<file path="config.mk">
export PLATFORM = sky130hd
export DESIGN_NAME = vga_mode_sequencer
export DESIGN_NICKNAME = d
export VERILOG_FILES = /design/src/rtl/vga_mode_sequencer.sv
export SDC_FILE = /design/constraint.sdc
export NUM_CORES = 1
export LEC_CHECK = 0
export CAP_MARGIN = 20
export CORE_AREA = 8 8 133 135
export CTS_CLUSTER_SIZE = 8
export DETAILED_ROUTE_END_ITERATION = 8
export DIE_AREA = 0 0 141 143
export PLACE_DENSITY = 0.44
export SYNTH_ARGS = -nofsm -noshare
export SYNTH_HDL_FRONTEND = slang
export SYNTH_HIERARCHICAL = 1
export SYNTH_SLANG_ARGS = --single-unit
</file>
<file path="constraint.sdc">
create_clock -name CLK -period 3.8 [get_ports CLK]
set_clock_uncertainty 0.2 [all_clocks]
set_input_delay 0.95 -clock CLK [delete_from_list [all_inputs] [get_ports CLK]]
set_output_delay 0.95 -clock CLK [all_outputs]
set_load 0.1 [all_outputs]
</file>
<file path="src/rtl/vga_mode_sequencer.sv">
// vga_mode_sequencer: debounced next/prev buttons and optional auto-cycle
// pick the VGA display mode, committed only at a vertical-sync boundary.

module vga_btn_debounce #(
   parameter int DEBOUNCE_CYCLES = 1000000
) (
   input  logic clk,
   input  logic rst,
   input  logic level,
   output logic press
);

   localparam int CW =
      (DEBOUNCE_CYCLES > 1) ? $clog2(DEBOUNCE_CYCLES) : 1;
   localparam logic [CW-1:0] CNT_LAST = CW'(DEBOUNCE_CYCLES - 1);

   typedef enum logic [1:0] {
      IDLE,
      ARMING,
      HELD,
      RELEASING
   } db_state_t;

   db_state_t state, state_nxt;
   logic [CW-1:0] cnt, cnt_nxt;
   logic done;

   assign done = (cnt == CNT_LAST);

   always_ff @(posedge clk or posedge rst) begin
      if (rst) begin
         state <= IDLE;
         cnt   <= '0;
      end else begin
         state <= state_nxt;
         cnt   <= cnt_nxt;
      end
   end

   always_comb begin
      state_nxt = state;
      cnt_nxt   = cnt;
      press     = 1'b0;
      unique case (state)
         IDLE: begin
            if (level) begin
               cnt_nxt   = '0;
               state_nxt = ARMING;
            end
         end
         ARMING: begin
            if (!level) begin
               state_nxt = IDLE;
            end else if (done) begin
               press     = 1'b1;
               state_nxt = HELD;
            end else begin
               cnt_nxt = cnt + 1'b1;
            end
         end
         HELD: begin
            if (!level) begin
               cnt_nxt   = '0;
               state_nxt = RELEASING;
            end
         end
         RELEASING: begin
            if (level) begin
               state_nxt = HELD;
            end else if (done) begin
               state_nxt = IDLE;
            end else begin
               cnt_nxt = cnt + 1'b1;
            end
         end
      endcase
   end

endmodule

module vga_mode_sequencer #(
   parameter int DEBOUNCE_CYCLES = 1000000,
   parameter int FRAMES_PER_MODE = 120,
   parameter int NUM_MODES       = 4
) (
   input  logic       CLK,
   input  logic       RESET,
   input  logic       BTN_NEXT,
   input  logic       BTN_PREV,
   input  logic       AUTO_EN,
   input  logic       SYNC_V,
   output logic [1:0] MASTER_CONTROL,
   output logic       MODE_PENDING,
   output logic [7:0] FRAME_COUNT
);

   localparam logic [1:0] MODE_LAST  = 2'(NUM_MODES - 1);
   localparam logic [7:0] FRAME_LAST = 8'(FRAMES_PER_MODE - 1);

   logic [1:0] next_sync, prev_sync, auto_sync;
   logic       next_press, prev_press, auto_s, step;
   logic       sync_v_q, live, tick;
   logic       commit, wrap, count, frame_last;
   logic [1:0] req;

   function automatic logic [1:0] mode_inc(input logic [1:0] m);
      return (m == MODE_LAST) ? 2'd0 : m + 2'd1;
   endfunction

   function automatic logic [1:0] mode_dec(input logic [1:0] m);
      return (m == 2'd0) ? MODE_LAST : m - 2'd1;
   endfunction

   always_ff @(posedge CLK or posedge RESET) begin
      if (RESET) begin
         next_sync <= '0;
         prev_sync <= '0;
         auto_sync <= '0;
      end else begin
         next_sync <= {next_sync[0], BTN_NEXT};
         prev_sync <= {prev_sync[0], BTN_PREV};
         auto_sync <= {auto_sync[0], AUTO_EN};
      end
   end

   assign auto_s = auto_sync[1];

   vga_btn_debounce #(
      .DEBOUNCE_CYCLES(DEBOUNCE_CYCLES)
   ) u_db_next (
      .clk  (CLK),
      .rst  (RESET),
      .level(next_sync[1]),
      .press(next_press)
   );

   vga_btn_debounce #(
      .DEBOUNCE_CYCLES(DEBOUNCE_CYCLES)
   ) u_db_prev (
      .clk  (CLK),
      .rst  (RESET),
      .level(prev_sync[1]),
      .press(prev_press)
   );

   // simultaneous next+prev cancel each other
   assign step       = next_press ^ prev_press;
   assign frame_last = (FRAME_COUNT == FRAME_LAST);
   assign commit     = tick && MODE_PENDING;
   assign wrap  = tick && !MODE_PENDING && auto_s && frame_last;
   assign count = tick && !MODE_PENDING && auto_s && !frame_last;

   // live gates the first edge after reset so a low SYNC_V is no tick
   always_ff @(posedge CLK or posedge RESET) begin
      if (RESET) begin
         sync_v_q       <= 1'b1;
         live           <= 1'b0;
         tick           <= 1'b0;
         req            <= 2'd0;
         MASTER_CONTROL <= 2'd0;
         MODE_PENDING   <= 1'b0;
         FRAME_COUNT    <= 8'd0;
      end else begin
         sync_v_q <= SYNC_V;
         live     <= 1'b1;
         tick     <= live & sync_v_q & ~SYNC_V;
         unique case (1'b1)
            commit: begin
               MASTER_CONTROL <= req;
               MODE_PENDING   <= 1'b0;
               FRAME_COUNT    <= 8'd0;
            end
            wrap: begin
               MASTER_CONTROL <= mode_inc(MASTER_CONTROL);
               req            <= mode_inc(req);
               FRAME_COUNT    <= 8'd0;
            end
            count: FRAME_COUNT <= FRAME_COUNT + 8'd1;
            default: ;
         endcase
         if (step) begin
            req          <= next_press ? mode_inc(req)
                                       : mode_dec(req);
            MODE_PENDING <= 1'b1;
            FRAME_COUNT  <= 8'd0;
         end
         if (!auto_s) FRAME_COUNT <= 8'd0;
      end
   end

endmodule

</file>
==> results.yml <==
pwr:
  vdd_drop_max_uv: 204.3
  p_leak_nw: 1.813
  power_w: 0.001706
  power_density_mw_per_mm2: 398.5
cells_and_area:
  area_growth_pct: 16.47
  final_core_util_pct: 27.45
  fin_cells: 621
  drive_above_1_share_pct: 15.31
  num-nets-final: 411
  diodes: 0
  layout_commonest_cell: "dfrtp_1"
  final_cell_mix: "65 x dfrtp_1, 51 x nand2_1, 27 x o21ai_0"
timing:
  relSlewSlack_pct: 35.11
  finalSetupViolations: 0
  fmax_mhz: 309.6
  setup_tns_ps: 0
  worst_pin_slew_ps: 966.4
  finalHoldViolCount: 0
  rsz0062_at_grt: "no"
  fin_crit_sh_pct: 85.01
  slew_viol_final: 0
  finalWorstPathRequiredPeriod_ps: 3230
grt:
  grt_antenna_before_repair: 0
  grt_max_degree: 23
  grt_pass1_vias: 2824
  grt_use_total_pct: 8.935
  grt_pass1_wl_um: 14330
  overflow: 0
yosys:
  synth_seq_cells: 66
  ys_async_sr_fraction_pct: 100.0
  avgSynthCellArea_um2: 9.548
  synth-edff-count: 0
  syn_nets: 396
  syn_area_mm2: 0.003676
  seq_area_frac_synth_pct: 44.96
  ys_types: 60
  synth_ff_type: "dfrtp_1"
  syn_inst: 385
  ys_warn_count: 6
critical_path:
  crit_chain: "ha_1, and4_2, nand2_1, or4_4, nor3b_1, xor2_1, nor3b_1, mux2_2"
  critical_path.max_fanout: 9
  arrival_ps: 3310
  crit_slowest_cell: "nor3b_1"
  end_kind: "register"
  worst-setup-path-type: "register to register"
  worstPathRequired_ps: 3880
  crit-reg2reg-capture: "FRAME_COUNT[0]$_DFFE_PP0P_"
  startpoint: "u_db_next/cnt[0]$_DFFE_PP0P_"
  endpoint: "FRAME_COUNT[0]$_DFFE_PP0P_"
  r2r-start: "u_db_next/cnt[0]$_DFFE_PP0P_"
  cpPeakStageDelay_ps: 500
  cp-start-kind: "register"
  r2r_cells: 8
  crit_top_cell: "nor3b_1"
  ff2ff_setup_slack_ps: 570
clocking:
  cts_resized: 0
  clkTransAtPathRegs_ps: 60
  cts_hold_buf: 0
  cts_buffers: 9
  postCtsSetupBuffers: 0
  clkLatencyLatePin_ps: 340
  clkSinkCount: 66
  cts.htree.levels: 3
  clockBufferDepth: 2
  cts_tree: "done"
  cts-root-buf: "clkbuf_16"
job:
  drv_cap: 0
drt:
  ant_nets: 0
  vias_per_cell: 4.723
  dr_total_vias: 2933
  drt-total-wl_um: 8472
  drcViolationCount: 0
  wl_met3_um: 282
  drt_iter0_drc: 155
  wl_per_cell_um: 13.64
  wl_met1_um: 4127
  highest_layer: "met4"
  first_pass_iters: 4
  wl_met2_um: 3898
die:
  fp.dieH_um: 143
  io_pins: 17
  initial_utilization_pct: 23.57
  coreArea_mm2: 0.01560
  die_w_um: 141
  rows: 46
  dieArea_mm2: 0.02016
place:
  hpwl_um: 5738
  portBuffers: 16
  place_inst: 605
  gp_congestion: 0.7761
hold_path:
  min_path_type: "register to register"
run_status:
  status: "completed"
where the power goes:
group | switching [W] | leakage (nW) | internal (W)
sequential | 0.0000322 | 0.892 | 0.000727
clock | 0.000335 | 0.134 | 0.000511
combinational | 0.0000640 | 0.788 | 0.0000373
synth_stat cells (all sizes together) (2+ instances only):
cell	n	area (µm²)
a211o	8	70.07
a21oi	19	95.09
a221o	2	20.02
a22o	3	26.28
a31o	2	17.52
a31oi	9	56.30
a41oi	4	35.03
and2	2	12.51
and3	18	120.1
and4	4	37.54
buf	12	112.6
clkbuf	4	17.52
dfrtp	65	1627
ha	5	62.56
inv	22	82.58
mux2	4	45.04
nand2	53	203.9
nand2b	2	12.51
nand3	21	115.1
nand3b	4	46.29
nand4	8	50.05
nor2	10	37.54
nor3	6	30.03
nor3b	3	22.52
nor4	6	67.56
nor4b	4	35.03
o211ai	4	30.03
o21a	3	22.52
o21ai	28	140.1
o21ba	2	20.02
o21bai	2	15.01
o31ai	8	60.06
o41ai	2	17.52
or2	2	12.51
or3	10	62.56
or4	4	37.53
xnor2	7	61.31
xor2	3	26.28
stage by stage:
stage / setup slack [ps] / hold WS [ps] / area, µm²
2_1_floorplan: 716.4 / 131.2 / 3676
3_3_place_gp: 663.2 / 132.4 / 3979
3_5_place_dp: 543.9 / 144.2 / 3979
4_1_cts: 543.0 / 156.9 / 4282
5_1_grt: 270.2 / 161.9 / 4282
6_report: 569.8 / 154.0 / 4282
registers in the layout, summed over array words and instances, names as in the netlist, 2 cells and up, named ones only:
name and count:
u_db_next/cnt 20, u_db_prev/cnt 20, FRAME_COUNT 8, MASTER_CONTROL 2, auto_sync 2, next_sync 2
prev_sync 2, req 2
critical path: cells and delay by family (launching register included):
family	cells	cell delay, ps
flops	1	420
fa+ha+maj	1	290
xor+xnor	1	200
simple gates	5	1800
mux	1	250
kinds of logic after synthesis:
| logic type | Yosys count | share of synthesized area [%] |
|---|---|---|
| multiplexers | 4 | 1.225 |
| AND/OR/NAND/NOR | 159 | 25.22 |
| other | 1 | 0.1020 |
| AO/OA/AOI/OAI | 101 | 18.31 |
| adder cells (fa/ha/maj) | 6 | 2.008 |
| XOR/XNOR | 10 | 2.383 |
| flip-flops | 66 | 44.96 |
| buffers and inverters | 38 | 5.786 |
layer usage:
metal,track usage (%),vias to the layer above
met5,0,-
met4,3.676,0
met3,3.172,13
met2,14.13,40
met1,10.86,1430
li1,-,1450
worst min-delay path by stage:
stage                      startpoint                      to  slack (ps)  cells after the start
2_1_floorplan  auto_sync[0]$_DFF_PP0_  auto_sync[1]$_DFF_PP0_         130                      0
3_3_place_gp   auto_sync[0]$_DFF_PP0_  auto_sync[1]$_DFF_PP0_         130                      0
3_5_place_dp   next_sync[0]$_DFF_PP0_  next_sync[1]$_DFF_PP0_         140                      0
4_1_cts        next_sync[0]$_DFF_PP0_  next_sync[1]$_DFF_PP0_         160                      0
5_1_grt        prev_sync[0]$_DFF_PP0_  prev_sync[1]$_DFF_PP0_         160                      0
6_report       next_sync[0]$_DFF_PP0_  next_sync[1]$_DFF_PP0_         150                      0
area by class of cell:
type                       instances  area (µm²)
fill                            1647       11320
multi-input combinational        281        1810
sequential                        66        1653
tap                              216       270.3
clock buffer                       9       225.2
timing repair buffer              20       162.7
inverter                          22       82.58
clock inverter                     7       77.57
(Power assumes the default switching activity.)
